## config.mk

```make
export PLATFORM = sky130hd
export DESIGN_NAME = mux_nx1_arb
export DESIGN_NICKNAME = d
export VERILOG_FILES = /design/src/rtl/mux_pkg.sv /design/src/rtl/rr_arbiter.sv /design/src/rtl/mux_nx1_arb.sv
export SDC_FILE = /design/constraint.sdc
export NUM_CORES = 1
export LEC_CHECK = 0
export CAP_MARGIN = 15
export CORE_MARGIN = 2
export CORE_UTILIZATION = 38
export CTS_CLUSTER_SIZE = 20
export DETAILED_ROUTE_END_ITERATION = 6
export PLACE_DENSITY = 0.8
export SLEW_MARGIN = 20
export SYNTH_ARGS = -nofsm -noshare
export SYNTH_HDL_FRONTEND = slang
export SYNTH_SLANG_ARGS = --single-unit
```

## constraint.sdc

```tcl
create_clock -name clk -period 3.58 [get_ports clk]
set_input_delay 0.716 -clock clk [delete_from_list [all_inputs] [get_ports clk]]
set_output_delay 0.716 -clock clk [all_outputs]
set_load 0.05 [all_outputs]
```

## src/rtl/mux_pkg.sv

```systemverilog
// Shared constants for the N:1 arbitrating mux.
//   MODE_* : encodings of the 2-bit mode input
//   sw_width(n) : width of a channel index field, max(1, clog2(n))
package mux_pkg;

  localparam logic [1:0] MODE_SEL  = 2'b00;
  localparam logic [1:0] MODE_PRI  = 2'b01;
  localparam logic [1:0] MODE_RR   = 2'b10;
  localparam logic [1:0] MODE_RSVD = 2'b11;

  function automatic int sw_width(input int n);
    return (n <= 2) ? 1 : $clog2(n);
  endfunction

endpackage

```

## src/rtl/rr_arbiter.sv

```systemverilog
// Combinational rotating-priority arbiter.
// Searches req starting at index ptr and wrapping modulo N. With ptr=0 it
// is a plain lowest-index priority encoder.
//   req     [N-1:0]  request vector
//   ptr     [SW-1:0] first index to consider (must be < N)
//   gnt_idx [SW-1:0] granted index (0 when nothing requests)
//   gnt_any          at least one request present
module rr_arbiter
  import mux_pkg::*;
#(
  parameter  int N  = 4,
  localparam int SW = sw_width(N)
) (
  input  logic [N-1:0]  req,
  input  logic [SW-1:0] ptr,
  output logic [SW-1:0] gnt_idx,
  output logic          gnt_any
);

  int  hi_idx;
  int  lo_idx;
  logic hi_found;

  // Scan downward so the lowest matching index is the one that sticks.
  // hi_* tracks the lowest requester at or above ptr; lo_* the lowest
  // overall, used when the search wraps past N-1.
  always_comb begin
    hi_idx   = 0;
    lo_idx   = 0;
    hi_found = 1'b0;
    gnt_any  = 1'b0;
    for (int i = N - 1; i >= 0; i--) begin
      if (req[i]) begin
        gnt_any = 1'b1;
        lo_idx  = i;
        if (i >= int'(ptr)) begin
          hi_found = 1'b1;
          hi_idx   = i;
        end
      end
    end
    gnt_idx = hi_found ? SW'(hi_idx) : SW'(lo_idx);
  end

endmodule

```

## src/rtl/mux_nx1_arb.sv

```systemverilog
// N:1 multiplexer with selectable arbitration and a single registered
// output word (valid/ready on both sides, 1 word/cycle throughput).
//   clk, rst              clock, synchronous active-high reset
//   in_data  [N*W-1:0]    channel i at [i*W +: W]
//   in_valid [N-1:0]      per-channel valid
//   in_ready [N-1:0]      per-channel ready, one-hot or zero
//   sel      [SW-1:0]     channel select for MODE_SEL
//   mode     [1:0]        SEL / PRI / RR (11 behaves as PRI)
//   out_data [W-1:0]      registered word
//   out_valid             out_data/out_chan hold a word
//   out_ready             downstream accepts the word
//   out_chan [SW-1:0]     source channel of out_data
module mux_nx1_arb
  import mux_pkg::*;
#(
  parameter  int N  = 4,
  parameter  int W  = 8,
  localparam int SW = sw_width(N)
) (
  input  logic           clk,
  input  logic           rst,
  input  logic [N*W-1:0] in_data,
  input  logic [N-1:0]   in_valid,
  output logic [N-1:0]   in_ready,
  input  logic [SW-1:0]  sel,
  input  logic [1:0]     mode,
  output logic [W-1:0]   out_data,
  output logic           out_valid,
  input  logic           out_ready,
  output logic [SW-1:0]  out_chan
);

  logic [SW-1:0] ptr;
  logic [SW-1:0] arb_ptr;
  logic [SW-1:0] arb_idx;
  logic          arb_any;
  logic          sel_hit;
  logic          load;
  logic          cand;
  logic          xfer;
  logic [SW-1:0] g;
  logic [W-1:0]  g_data;

  // One arbiter serves both PRI (pointer pinned to 0) and RR.
  assign arb_ptr = (mode == MODE_RR) ? ptr : '0;

  rr_arbiter #(.N(N)) u_arb (
    .req     (in_valid),
    .ptr     (arb_ptr),
    .gnt_idx (arb_idx),
    .gnt_any (arb_any)
  );

  assign load = !out_valid || out_ready;

  // Decoded compare rather than in_valid[sel] so out-of-range sel values
  // (non-power-of-2 N) simply never match.
  always_comb begin
    sel_hit = 1'b0;
    for (int i = 0; i < N; i++) begin
      if (sel == SW'(i) && in_valid[i]) sel_hit = 1'b1;
    end
  end

  always_comb begin
    g    = arb_idx;
    cand = arb_any;
    if (mode == MODE_SEL) begin
      g    = sel;
      cand = sel_hit;
    end
  end

  assign xfer = !rst && load && cand;

  always_comb begin
    in_ready = '0;
    g_data   = '0;
    for (int i = 0; i < N; i++) begin
      if (g == SW'(i)) begin
        in_ready[i] = xfer;
        g_data      = in_data[i*W +: W];
      end
    end
  end

  always_ff @(posedge clk) begin
    if (rst) begin
      out_valid <= 1'b0;
      out_data  <= '0;
      out_chan  <= '0;
      ptr       <= '0;
    end else if (xfer) begin
      out_valid <= 1'b1;
      out_data  <= g_data;
      out_chan  <= g;
      if (mode == MODE_RR) begin
        ptr <= (g == SW'(N - 1)) ? '0 : g + 1'b1;
      end
    end else if (load) begin
      out_valid <= 1'b0;
    end
  end

endmodule

```

# Word level (Yosys, flattened, before mapping)
# Index checks and enable logic that the tools add are counted.
# word_totals
ff_bits	13
input_bits	43
output_inout_bits	15
word_cells	68
# op_classes
n_addsub	1
magnitude_cmp	3
n_eq_ne	7
muxes	39
reduce_logical	14
# op_table
cell	n
8-bit 2-to-1 mux	4
2-bit 2-to-1 mux	14
1-bit 2-to-1 mux	21
2-bit == test (second input constant)	5
1-bit logical AND	6
2-bit logical NOT	3
2-bit by 1-bit == test with 1-bit output (second input constant)	2
1-bit by 2-bit greater-or-equal comparator with 1-bit output (first input constant)	2
2-bit by 1-bit adder with 2-bit output (second input constant)	1
2-bit greater-or-equal comparator (first input constant)	1
1-bit logical NOT	2
2-bit AND reduction	1
2-bit nonzero test	1
1-bit logical OR	1

# Longest topological paths before layout
# depth
ltp_word	16
mapped_depth	11
mapped_depth_nobuf	9

# Hierarchy
# From an unflattened synthesis, not the netlist that was laid out.
# hier_totals
hier_cells	116
area_unflattened_um2	1013.5
# modules_own_cells
mod	n_inst	cells_each	area_per_inst_um2	seq_area_each_um2
mux_nx1_arb	1	105	942.2	260.2
rr_arbiter	1	11	71.3	0.0

# Worst setup path before layout
# No wires, ideal clock.
# synth_path
path_kind	input port to output port
start	in in_valid[3]
end	out in_ready[3]
arrival_time_ns	2.573
t_required_ns	2.864
path_slack_ns	0.291
stages	8
n_path_buf	2
path_cell_list	and3b_2 o22a_1 nor3_1 a21o_1 ha_1 buf_1 clkbuf_1 and2_1
# synth_via
elab_chain_len	11
elab_cells_between_ends	28
cone_classes	1 x eq/ne; 25 x mux; 2 x reduce/logical
# synth_lines
element	line	rtl
from (decl)	mux_nx1_arb.sv:23	input logic [N-1:0] in_valid,
2-bit 2-to-1 mux / 1-bit 2-to-1 mux (equally long branches)	rr_arbiter.sv:33	if (req[i]) begin
2-bit 2-to-1 mux / 1-bit 2-to-1 mux (equally long branches)	rr_arbiter.sv:36	if (i >= int'(ptr)) begin
2-bit 2-to-1 mux / 1-bit 2-to-1 mux (equally long branches)	rr_arbiter.sv:33	
2-bit 2-to-1 mux / 1-bit 2-to-1 mux (equally long branches)	rr_arbiter.sv:36	
2-bit 2-to-1 mux / 1-bit 2-to-1 mux (equally long branches)	rr_arbiter.sv:33	
2-bit 2-to-1 mux / 1-bit 2-to-1 mux (equally long branches)	rr_arbiter.sv:36	
2-bit 2-to-1 mux / 1-bit 2-to-1 mux (equally long branches)	rr_arbiter.sv:33	
2-bit 2-to-1 mux *	rr_arbiter.sv:42	gnt_idx = hi_found ? SW'(hi_idx) : SW'(lo_idx);
2-bit 2-to-1 mux *	mux_nx1_arb.sv:68	if (mode == MODE_SEL) begin
net g[1]	mux_nx1_arb.sv:41	logic [SW-1:0] g;
2-bit == test *	mux_nx1_arb.sv:80	if (g == SW'(i)) begin
1-bit 2-to-1 mux *	mux_nx1_arb.sv:80	
to (decl)	mux_nx1_arb.sv:24	output logic [N-1:0] in_ready,
# The timed path passes the listed nets; every way through them passes the cells marked *.

# Worst setup path in the final report
# layout_path
start	in in_valid[3]
end	out in_ready[1]
# layout_via
elab_chain_len	11
elab_cells_between_ends	28
cone_classes	1 x eq/ne; 25 x mux; 2 x reduce/logical
# layout_lines
element	line
2-bit 2-to-1 mux / 1-bit 2-to-1 mux (equally long branches)	rr_arbiter.sv:33
2-bit 2-to-1 mux / 1-bit 2-to-1 mux (equally long branches)	rr_arbiter.sv:36
2-bit 2-to-1 mux / 1-bit 2-to-1 mux (equally long branches)	rr_arbiter.sv:33
2-bit 2-to-1 mux / 1-bit 2-to-1 mux (equally long branches)	rr_arbiter.sv:36
2-bit 2-to-1 mux / 1-bit 2-to-1 mux (equally long branches)	rr_arbiter.sv:33
2-bit 2-to-1 mux / 1-bit 2-to-1 mux (equally long branches)	rr_arbiter.sv:36
2-bit 2-to-1 mux / 1-bit 2-to-1 mux (equally long branches)	rr_arbiter.sv:33
2-bit 2-to-1 mux	rr_arbiter.sv:42
2-bit 2-to-1 mux	mux_nx1_arb.sv:68
2-bit by 1-bit == test with 1-bit output	mux_nx1_arb.sv:80
1-bit 2-to-1 mux *	mux_nx1_arb.sv:80
# Mark *: on every way between the ends. The rest lies on a longest branch, timed or not.

==> flow_metrics.tcl <==
set metrics [dict create \
    run_status "finished clean" \
    syn_inst 128 \
    end_kind "primary output" \
    clkSinkCount 13 \
    hp-class "register to register" \
    first_iter_violations 38 \
    start_util_pct 40.6 \
    grt_pass1_wl_mm 5.34 \
    path_class "input port to primary output" \
    port_buffers 57 \
    num_antenna_cells 0 \
    drt-total-wl_mm 3.34 \
    cp.buffers_inverters 2 \
    crit_path_max_fanout 7 \
    irDropWorstVdd_v 0.000215 \
    worstReg2RegEnd "out_data[2]" \
    hp-start "out_data[0]" \
    syn_nets 175 \
    grt-ovfl-total 0 \
    grt.total_usage_pct 20.9 \
    yosysSeqAreaShare_pct 25.4 \
    ys_types 41 \
    finalCritPeriodShare_pct 97.2 \
    place.gp.congestion 0.871 \
    hpwl_mm 2.64 \
    dr.pass1.iters 4 \
    setup_viol 0 \
    p_per_area_nw_per_um2 310 \
    grt_max_degree 17 \
    post_drt_wl_per_cell_um 15.3 \
    numCtsBuffers 3 \
    antenna_found_initial 0 \
    max_freq_mhz 287 \
    drc 0 \
    clk_pin_slew_ns 0.07 \
    fillCellCount 229 \
    nNetsFinal 236 \
    p_leak_nw 0.682 \
    synth-seq-cells 13 \
    timing.setup.tns_ns 0 \
    most-common-layout-cells "53 x clkdlybuf4s50_1, 13 x dfxtp_1, 13 x buf_4" \
    slowest_delay_ns 0.56 \
    finalPower_mw 0.516 \
    relSlewSlack_pct 63.6 \
    fin_crit_ns 3.48 \
    r2r_start "ptr[1]" \
    clock_latency_ns 0.28 \
    synthFlopType "dfxtp_1" \
    async_reset_ff_share_pct 0 \
    fp.dieW_um 55.9 \
    grt_pass1_vias 1181 \
    rr_worst_depth 10 \
    core_sq_um 2520 \
    required_ns 2.86 \
    arrival_ns 2.76 \
    htreeDepth 1 \
    min_delay_path_depth 2 \
    die-area_sq_um 3130 \
    rsz0062_at_grt "false" \
    cts_tree "done" \
    final_common_cell "clkdlybuf4s50_1" \
    ff2ff_setup_slack_ns 1.06 \
    drive_gt1_share_pct 12.8 \
    drv_cap 0 \
    avgSynthCellArea_sq_um 8.01 \
    min_to "out_data[0]" \
    vias 1275 \
    post_cts_resized 0 \
    cts_max_path_buffers 2 \
    ys_warn_count 0 \
    syn2layout_area_growth_pct 62.6 \
    fp.dieH_um 55.9 \
    rows 18 \
    syn_area_sq_um 1020 \
    worstPathCellList "clkdlybuf4s50_1, or4_1, a222oi_1, nor3_1, and2_1, buf_4" \
    synth_edf_count 0 \
    drv_slew 0 \
    hold_viol 0 \
    critPathSlowestCell "or4_1" \
    crit_family "simple AND/OR/NAND/NOR gates" \
    tightest_slew_ns 0.542 \
    worstSetupStartpointType "input port" \
    skew_ns 0.00474 \
    drt.antenna.violating_nets 0 \
    ioPinCount 58 \
    root_buffer "clkbuf_4" \
    vias_per_cell 5.85 \
]
-- synth_stat cells, types with 3 or more instances --
master    instances  area share [%]
a21oi_1          12             5.9
a22oi_1           9             6.6
nor3_1            3             1.5
nor2_1            4             1.5
and2_1            4             2.4
o21ai_0          11             5.4
dfxtp_1          13              25
inv_1            11             4.0
o211ai_1          9             6.6
ha_1              4             4.9
a221o_1           7             6.8
clkbuf_1          6             2.2
-- registers in the layout, indices dropped and copies added, names as in the netlist --
signal	flops
out_data	8
out_chan	2
ptr	2
out_valid	1
-- metrics by stage --
stage / hold WS (ns) / util (%) / cell area (sq um) / setup WS, ns / instances
5_1_grt: 0.540 / 66.1 / 1670 / 0.0308 / 218
2_1_floorplan: 0.519 / - / 1020 / 0.291 / 128
3_3_place_gp: 0.492 / 64.7 / 1630 / 0.192 / 213
4_1_cts: 0.512 / 65.8 / 1660 / 0.118 / 217
3_5_place_dp: 0.498 / 64.7 / 1630 / 0.120 / 213
6_report: 0.504 / 66.1 / 1670 / 0.0998 / 218
-- kinds of logic (layout without fill, tap and decap cells) --
family / after synthesis / in the layout / share of synthesized area (%)
compound gates: 58 / 58 / 40.2
fa+ha+maj: 4 / 4 / 4.88
buf+inv: 22 / 82 / 9.28
flops: 13 / 13 / 25.4
mux: 4 / 4 / 4.15
simple gates: 27 / 27 / 16.1
-- final cells by class --
class / count / area (sq um) / share of cell area, %
repair buffers: 66 / 628 / 37.7
inverters: 12 / 45.0 / 2.70
well taps: 30 / 37.5 / 2.25
flip-flops and latches: 13 / 260 / 15.6
clock buffers: 4 / 26.3 / 1.58
multi-input cells: 93 / 669 / 40.2
-- worst register-to-register path: stages, from the launching register on --
cell,delay [ns]
dfxtp_1,0.37
and3b_2,0.23
o22a_1,0.17
nor3_1,0.37
a21oi_1,0.12
ha_1,0.24
nor2b_1,0.13
buf_4,0.15
a221o_1,0.29
a22oi_1,0.21
o21ai_0,0.13
-- report_power, final --
| part | switching (mW) | leakage (nW) | internal [mW] |
|---|---|---|---|
| sequential | 0.00984 | 0.107 | 0.159 |
| clock | 0.0479 | 0.0150 | 0.0433 |
| combinational | 0.136 | 0.560 | 0.119 |
| total | 0.194 | 0.682 | 0.322 |
-- worst max path at each step --
stage                     start     endpoint  slack [ns]  cells after the start
floorplan           in_valid[3]  in_ready[3]        0.29                      8
global placement    in_valid[3]  in_ready[0]        0.19                      8
detailed placement  in_valid[3]  in_ready[1]        0.12                      6
CTS                 in_valid[3]  in_ready[1]        0.12                      6
global route        in_valid[3]  in_ready[2]        0.03                      8
finish              in_valid[3]  in_ready[1]         0.1                      6
-- layer usage --
| metal | vias to the layer above | wire length (um) | track usage [%] |
|---|---|---|---|
| li1 | 609 | - | - |
| met1 | 602 | 1390 | 28.1 |
| met2 | 59 | 1700 | 36.4 |
| met3 | 5 | 222 | 0.930 |
| met4 | 0 | 30 | 5.78 |
| met5 | - | 0 | 0 |
-- what timing repair did --
item | in CTS | in global routing
setup endpoints to repair | 0 | 4
hold buffers | 0 | 0
setup buffers | 0 | 1
(Power assumes the default switching activity.)
